--- src/rtl/reaction_pkg.sv ---
// Shared definitions for the reaction_arena game: FSM state encodings and
// the LFSR seed/tap constants plus the LFSR step function.
package reaction_pkg;

    typedef enum logic [2:0] {
        ST_IDLE  = 3'b000,
        ST_ARMED = 3'b001,
        ST_LIT   = 3'b010,
        ST_LATE  = 3'b011,
        ST_VALID = 3'b100,
        ST_EARLY = 3'b110
    } state_e;

    localparam logic [15:0] LFSR_SEED = 16'hDEAD;
    // Taps at bits 15, 13, 12 and 10.
    localparam logic [15:0] LFSR_TAPS = 16'hB400;

    // Fibonacci step: XOR of the tapped bits enters at bit 0.
    function automatic logic [15:0] lfsr_next(input logic [15:0] r);
        return {r[14:0], ^(r & LFSR_TAPS)};
    endfunction

endpackage

--- src/rtl/press_detect.sv ---
// Per-button debounce and press edge detection. A press pulse is emitted
// one registered cycle after a low sample, but only when the button had been
// released long enough for the release-stability counter to saturate.
module press_detect #(
    parameter int DEBOUNCE_W = 16
) (
    input  logic i_clk,
    input  logic i_rst,
    input  logic i_btn_n,
    output logic o_pulse
);

    logic [DEBOUNCE_W-1:0] rel_q, rel_d;
    logic                  pulse_q, pulse_d;

    // Pressed clears the stability counter; released counts up to saturation.
    always_comb begin
        pulse_d = 1'b0;
        rel_d   = rel_q;
        if (!i_btn_n) begin
            pulse_d = &rel_q;
            rel_d   = '0;
        end else if (!(&rel_q)) begin
            rel_d = rel_q + DEBOUNCE_W'(1);
        end
    end

    // Counter starts saturated so the first press after reset is accepted.
    always_ff @(posedge i_clk) begin
        if (i_rst) begin
            rel_q   <= '1;
            pulse_q <= 1'b0;
        end else begin
            rel_q   <= rel_d;
            pulse_q <= pulse_d;
        end
    end

    assign o_pulse = pulse_q;

endmodule

--- src/rtl/reaction_arena.sv ---
// Multi-player reaction-time game. Any press arms a random delay; pressing
// before the light is a foul (EARLY), pressing after it records a reaction
// time (VALID), waiting too long gives LATE. Results are shown for
// HOLD_CYCLES before returning to IDLE.
// Optional best-time tracking is compiled in with REACTION_BEST_EN.
module reaction_arena
    import reaction_pkg::*;
#(
    parameter int PLAYERS      = 4,
    parameter int TICK_W       = 28,
    parameter int MIN_DELAY    = 25_000_000,
    parameter int DELAY_SHIFT  = 10,
    parameter int HOLD_CYCLES  = 50_000_000,
    parameter int COMPENSATION = 0,
    parameter int DEBOUNCE_W   = 16
) (
    input  logic                i_clk_50m,
    input  logic                i_rst,
    input  logic [PLAYERS-1:0]  i_btn_n,
    output logic [2:0]          o_state,
    output logic [TICK_W-1:0]   o_ticks,
    output logic [2:0]          o_winner,
    output logic                o_tie,
    output logic [PLAYERS-1:0]  o_early_mask,
    output logic [TICK_W-1:0]   o_best_ticks,
    output logic                o_best_valid,
    output logic [15:0]         o_dbg_rnd
);

    localparam int HOLD_W = (HOLD_CYCLES > 2) ? $clog2(HOLD_CYCLES) : 1;
    localparam logic [HOLD_W-1:0] HOLD_LAST = HOLD_W'(HOLD_CYCLES - 1);

    logic [PLAYERS-1:0] press;
    logic               any_press;
    logic               press_multi;
    logic [2:0]         press_idx;

    state_e             state_q, state_d;
    logic [TICK_W-1:0]  cnt_q, cnt_d;
    logic [TICK_W-1:0]  target_q, target_d;
    logic [HOLD_W-1:0]  hold_q, hold_d;
    logic [TICK_W-1:0]  ticks_q, ticks_d;
    logic [2:0]         winner_q, winner_d;
    logic               tie_q, tie_d;
    logic [PLAYERS-1:0] mask_q, mask_d;
    logic [15:0]        lfsr_q;

    logic [TICK_W-1:0]  target_new;
    logic [TICK_W-1:0]  ticks_new;

    genvar g;
    generate
        for (g = 0; g < PLAYERS; g++) begin : g_btn
            press_detect #(.DEBOUNCE_W(DEBOUNCE_W)) u_press (
                .i_clk   (i_clk_50m),
                .i_rst   (i_rst),
                .i_btn_n (i_btn_n[g]),
                .o_pulse (press[g])
            );
        end
    endgenerate

    function automatic logic [2:0] lowest_idx(input logic [PLAYERS-1:0] v);
        logic [2:0] idx;
        idx = '0;
        for (int k = PLAYERS - 1; k >= 0; k--) begin
            if (v[k]) idx = 3'(k);
        end
        return idx;
    endfunction

    assign any_press   = |press;
    assign press_multi = |(press & (press - PLAYERS'(1)));
    assign press_idx   = lowest_idx(press);

    // Delay and compensation are computed wide, then truncated to the tick width.
    assign target_new = TICK_W'(64'(MIN_DELAY) + (64'(lfsr_q) << DELAY_SHIFT));
    assign ticks_new  = (64'(cnt_q) >= 64'(COMPENSATION))
                      ? TICK_W'(64'(cnt_q) - 64'(COMPENSATION)) : '0;

    // Game sequencing; a press always wins over timer events in the same cycle.
    always_comb begin
        state_d  = state_q;
        cnt_d    = cnt_q;
        target_d = target_q;
        hold_d   = hold_q;
        ticks_d  = ticks_q;
        winner_d = winner_q;
        tie_d    = tie_q;
        mask_d   = mask_q;
        case (state_q)
            ST_IDLE: begin
                if (any_press) begin
                    cnt_d    = '0;
                    target_d = target_new;
                    state_d  = ST_ARMED;
                end
            end
            ST_ARMED: begin
                if (any_press) begin
                    state_d  = ST_EARLY;
                    mask_d   = press;
                    winner_d = press_idx;
                    tie_d    = press_multi;
                    hold_d   = '0;
                end else if (cnt_q >= target_q) begin
                    cnt_d   = '0;
                    state_d = ST_LIT;
                end else begin
                    cnt_d = cnt_q + TICK_W'(1);
                end
            end
            ST_LIT: begin
                if (any_press) begin
                    state_d  = ST_VALID;
                    winner_d = press_idx;
                    tie_d    = press_multi;
                    ticks_d  = ticks_new;
                    mask_d   = '0;
                    hold_d   = '0;
                end else if (&cnt_q) begin
                    state_d = ST_LATE;
                    hold_d  = '0;
                end else begin
                    cnt_d = cnt_q + TICK_W'(1);
                end
            end
            ST_LATE, ST_EARLY, ST_VALID: begin
                if (hold_q == HOLD_LAST) state_d = ST_IDLE;
                else                     hold_d  = hold_q + HOLD_W'(1);
            end
            default: state_d = ST_IDLE;
        endcase
    end

    // Game state and result registers.
    always_ff @(posedge i_clk_50m) begin
        if (i_rst) begin
            state_q  <= ST_IDLE;
            cnt_q    <= '0;
            target_q <= '0;
            hold_q   <= '0;
            ticks_q  <= '0;
            winner_q <= '0;
            tie_q    <= 1'b0;
            mask_q   <= '0;
        end else begin
            state_q  <= state_d;
            cnt_q    <= cnt_d;
            target_q <= target_d;
            hold_q   <= hold_d;
            ticks_q  <= ticks_d;
            winner_q <= winner_d;
            tie_q    <= tie_d;
            mask_q   <= mask_d;
        end
    end

    // Free-running random source, advancing every cycle.
    always_ff @(posedge i_clk_50m) begin
        if (i_rst) lfsr_q <= LFSR_SEED;
        else       lfsr_q <= lfsr_next(lfsr_q);
    end

`ifdef REACTION_BEST_EN
    logic [TICK_W-1:0] best_q;
    logic              best_vld_q;
    logic              best_hit;

    assign best_hit = (state_q == ST_LIT) && any_press;

    // Keep the fastest valid reaction seen since reset.
    always_ff @(posedge i_clk_50m) begin
        if (i_rst) begin
            best_q     <= '1;
            best_vld_q <= 1'b0;
        end else if (best_hit && (!best_vld_q || ticks_new < best_q)) begin
            best_q     <= ticks_new;
            best_vld_q <= 1'b1;
        end
    end

    assign o_best_ticks = best_q;
    assign o_best_valid = best_vld_q;
`else
    assign o_best_ticks = '1;
    assign o_best_valid = 1'b0;
`endif

    assign o_state      = state_q;
    assign o_ticks      = ticks_q;
    assign o_winner     = winner_q;
    assign o_tie        = tie_q;
    assign o_early_mask = mask_q;
    assign o_dbg_rnd    = lfsr_q;

endmodule

--- config.mk ---
export PLATFORM = sky130hd
export DESIGN_NAME = reaction_arena
export DESIGN_NICKNAME = d
export VERILOG_FILES = /design/src/rtl/reaction_pkg.sv /design/src/rtl/press_detect.sv /design/src/rtl/reaction_arena.sv
export SDC_FILE = /design/constraint.sdc
export NUM_CORES = 1
export LEC_CHECK = 0
export CORE_MARGIN = 2
export CORE_UTILIZATION = 38
export DETAILED_ROUTE_END_ITERATION = 10
export PLACE_DENSITY = 0.64
export SLEW_MARGIN = 20
export SYNTH_ARGS = -nofsm -noshare
export SYNTH_HDL_FRONTEND = slang
export SYNTH_SLANG_ARGS = --single-unit
--- constraint.sdc ---
create_clock -name i_clk_50m -period 2.23 [get_ports i_clk_50m]
set_clock_uncertainty 0.1 [all_clocks]
set_input_delay 0.446 -clock i_clk_50m [delete_from_list [all_inputs] [get_ports i_clk_50m]]
set_output_delay 0.446 -clock i_clk_50m [all_outputs]
set_load 0.005 [all_outputs]
==> metrics.md <==
| Metric | Value |
|---|---|
| Yosys reg bits | `194` |
| CTS H-tree depth | `4` |
| Max Cap Viol | `0` |
| Placed instance area | `10,940 sq um` |
| Final WL | `22.18 mm` |
| Die extent in x | `161.7 microns` |
| Synthesis Warnings | `0` |
| Post-synth EDFFs | `0` |
| # rows | `57` |
| TritonCTS Buffers | `17` |
| NetSw | `1953 uW` |
| Syn Area/Cell | `8.287 sq um` |
| Post-Synth Adder-Cell Area | `3.811%` |
| Port buffer count | `59` |
| Synth area leaders | `dfxtp_1, nand2_1, xor2_1` |
| Placed cell count | `1,575` |
| Seq/Total Area, Yosys | `41.07%` |
| Number of global-route vias before repair | `7,457` |
| Via density | `5.098` |
| Grt ovf | `0` |
| Critical path launch point type | `register` |
| CTS tree | `built` |
| Leakage power | `0.004446 uW` |
| CTS max path bufs | `2` |
| Hold Path Class | `in -> reg` |
| Filler Cells Inserted | `2,382` |
| Synth Flop Type | `dfxtp_1` |
| Area delta synth->final | `24.37%` |
| Antenna Cells | `0` |
| Worst-Margin Slew | `0.5292 ns` |
| Final instance area | `11,760 sq um` |
| Hold Vio Cnt, Final | `0` |
| Final setup viols | `0` |
| WP data required | `2.45 ns` |
| Met2 WL | `10.01 mm` |
| Setup Crit Path Kind | `reg -> reg` |
| I/O Pins | `90` |
| Pwr Density | `648.2 nW/um^2` |
| Synth area leader | `dfxtp_1` |
| Core area | `24,390 sq um` |
| Clock network power share | `41.1%` |
| Starting density of the core | `38.77%` |
| CTS Sinks | `194` |
| Die area | `26,160 sq um` |
| Mux cell area share after synthesis | `1.244%` |
| Wirelength per Cell | `13.75 microns` |
| Die height | `161.7 microns` |
| Unrepaired setup endpoints after global routing | `true` |
| Synth async-reset ratio | `0%` |
| Overall Power | `7623 uW` |
| Number of antenna violations at the first check in global routing | `0` |
| First-pass DRT Iterations | `5` |
| Worst IR drop on VDD | `0.0004572 V` |
| Share of cells above drive strength 1 | `15.05%` |
| Post-synthesis xor/xnor area fraction | `7.596%` |
| Synth top area share | `41.07%` |
| Clk_lat worst skew | `0.43 ns` |
| Cell Count, Final, Fillers Out | `1,613` |
| Post-synthesis simple-gate area fraction | `23.22%` |
| Layout net count | `1,310` |
| Pin count of the biggest net entering global routing | `62` |
| Outcome | `completed` |
| Flop pwr share | `48.7%` |
| Min Clock Period, post-route | `2.217 ns` |
| Final GP Congestion | `0.8333` |
| Max Freq | `451.0 MHz` |
| Mapped cell area | `9455 sq um` |
| Cells after Synth | `1,141` |
| Sw Ratio | `25.62%` |
| Final ANT Viol Nets | `0` |
| Hold-fix buffers at CTS | `0` |
| Clk root buf | `clkbuf_16` |
| Setup ws final | `0.01289 ns` |
| Met3 wire length | `875 microns` |
| Critical Path End Type | `register` |
| 1st-iter DRT viols | `476` |
| Main combinational cell family by area after synthesis | `simple AND/OR/NAND/NOR gates` |
| M1 wire length | `11.00 mm` |
| Int Pwr | `5670 uW` |
| Most common cell in the netlist | `dfxtp_1` |
| Global-route usage over all layers | `16.85%` |
| CP max FO | `3` |
| First-pass GRT wire length | `36.43 mm` |
| Util after Layout | `48.21%` |
| Slew Limit Fails | `0` |
| Dpl ws | `-0.1159 ns` |
| Detailed Place HPWL | `15.57 mm` |
| CTS clk-pin slew, worst paths | `0.07 ns` |
| Routed vias | `8,223` |
| # DRC | `0` |
| Gate power share | `10.2%` |
| Most instantiated cells after synthesis | `dfxtp_1, nand2_1, a21oi_1` |
| Period utilization | `99.42%` |
| Compound-Gate Fraction of Synth Area | `16.45%` |
| Slew HR | `64.40%` |
| Synth cell types | `66` |
| R2R Setup Slk | `0.01 ns` |
| Crit path DAT | `2.44 ns` |
| Top routing layer in use | `met4` |
-- power groups by stage --
stage	clock (uW)	combinational, uW	sequential, uW
2_1_floorplan	0	528	3770
3_3_place_gp	0	746	3780
3_5_place_dp	0	756	3790
4_1_cts	3200	771	3710
5_1_grt	3340	866	3730
6_report	3140	776	3710
-- worst paths after layout --
path,from,endpoint,cells after the start
max reg2reg,target_q[21],o_state[1],10
min,i_rst,g_btn[0].u_press.o_pulse,2
max,target_q[21],o_state[1],10
min reg2reg,o_dbg_rnd[2],o_dbg_rnd[3],2
-- per-layer routing --
layer,vias up,track usage (%)
met5,-,0
met4,0,4.988
met3,26,2.962
met2,140,27.02
met1,3846,23.26
li1,4211,-
-- final cells by class --
type	count	area, sq um	area share (%)
flip-flops and latches	194	3894	33.11
repair buffers	171	1501	12.77
well taps	324	405.4	3.447
multi-input cells	851	5210	44.30
inverters	41	153.9	1.309
clock buffers	20	446.7	3.798
clock inverters	12	148.9	1.266
-- sequential cells by signal (all words and copies together), names as in the netlist --
name,cells
o_ticks,28
cnt_q,28
hold_q,26
o_state,3
o_winner,2
g_btn.u_press.o_pulse,4
g_btn.u_press.rel_q,64
o_early_mask,4
target_q,18
o_dbg_rnd,16
o_tie,1
-- metrics by stage --
| step | hold slack, ns | setup TNS, ns |
|---|---|---|
| 3_5_place_dp | 0.3372 | -2.127 |
| 2_1_floorplan | 0.3319 | 0 |
| 6_report | 0.3269 | 0 |
| 3_3_place_gp | 0.3377 | -0.4392 |
| 4_1_cts | 0.3237 | 0 |
| 5_1_grt | 0.3284 | -1.007 |
-- cells in the final DEF, fill, tap and decap left out, types with 4 or more instances in the layout --
| master | n |
|---|---|
| nand2_1 | 155 |
| a21o_1 | 20 |
| or2_2 | 8 |
| and2_1 | 8 |
| o21ai_0 | 71 |
| clkbuf_16 | 17 |
| a211oi_1 | 10 |
| ha_4 | 4 |
| clkdlybuf4s50_1 | 58 |
| xnor2_1 | 35 |
| nor2b_1 | 5 |
| nor3_1 | 34 |
| a31oi_1 | 11 |
| buf_12 | 4 |
| buf_4 | 103 |
| nor2_1 | 78 |
| nand4_1 | 28 |
| dfxtp_1 | 186 |
| ha_1 | 24 |
| a311oi_1 | 8 |
| xor2_1 | 47 |
| a21oi_1 | 79 |
| and3_1 | 21 |
| o211ai_1 | 8 |
| nor4_1 | 7 |
| conb_1 | 30 |
| or4_1 | 5 |
| inv_1 | 39 |
| o31ai_1 | 6 |
| buf_6 | 6 |
| dfxtp_2 | 8 |
| nand3_1 | 52 |
| and4_1 | 10 |
| mux2i_1 | 7 |
| or3_1 | 7 |
| nand2b_1 | 6 |
-- logic make-up (layout without fill, tap and decap cells) --
family                   after synthesis  count (layout)
buffers and inverters                124             244
XOR/XNOR                              82              82
other                                  2              30
AND/OR/NAND/NOR                      449             449
AO/OA/AOI/OAI                        250             250
flip-flops                           194             194
multiplexers                          11              11
adder cells (fa/ha/maj)               29              29
-- critical path: stages, from the launching register on --
cell,delay (ns)
dfxtp_2,0.33
inv_1,0.06
ha_4,0.26
nand4_1,0.13
nor4_2,0.29
buf_4,0.17
o2111ai_4,0.13
buf_6,0.14
nand4_1,0.14
nand2_1,0.08
mux2_2,0.27
-- timing repair --
item / 4_1_cts / 5_1_grt
pin swaps: 2 / 10
gates resized for setup: 6 / 35
endpoints found under the setup margin: 28 / 40
setup buffers: 1 / 5
No activity file was read; power rests on OpenSTA's default activity.
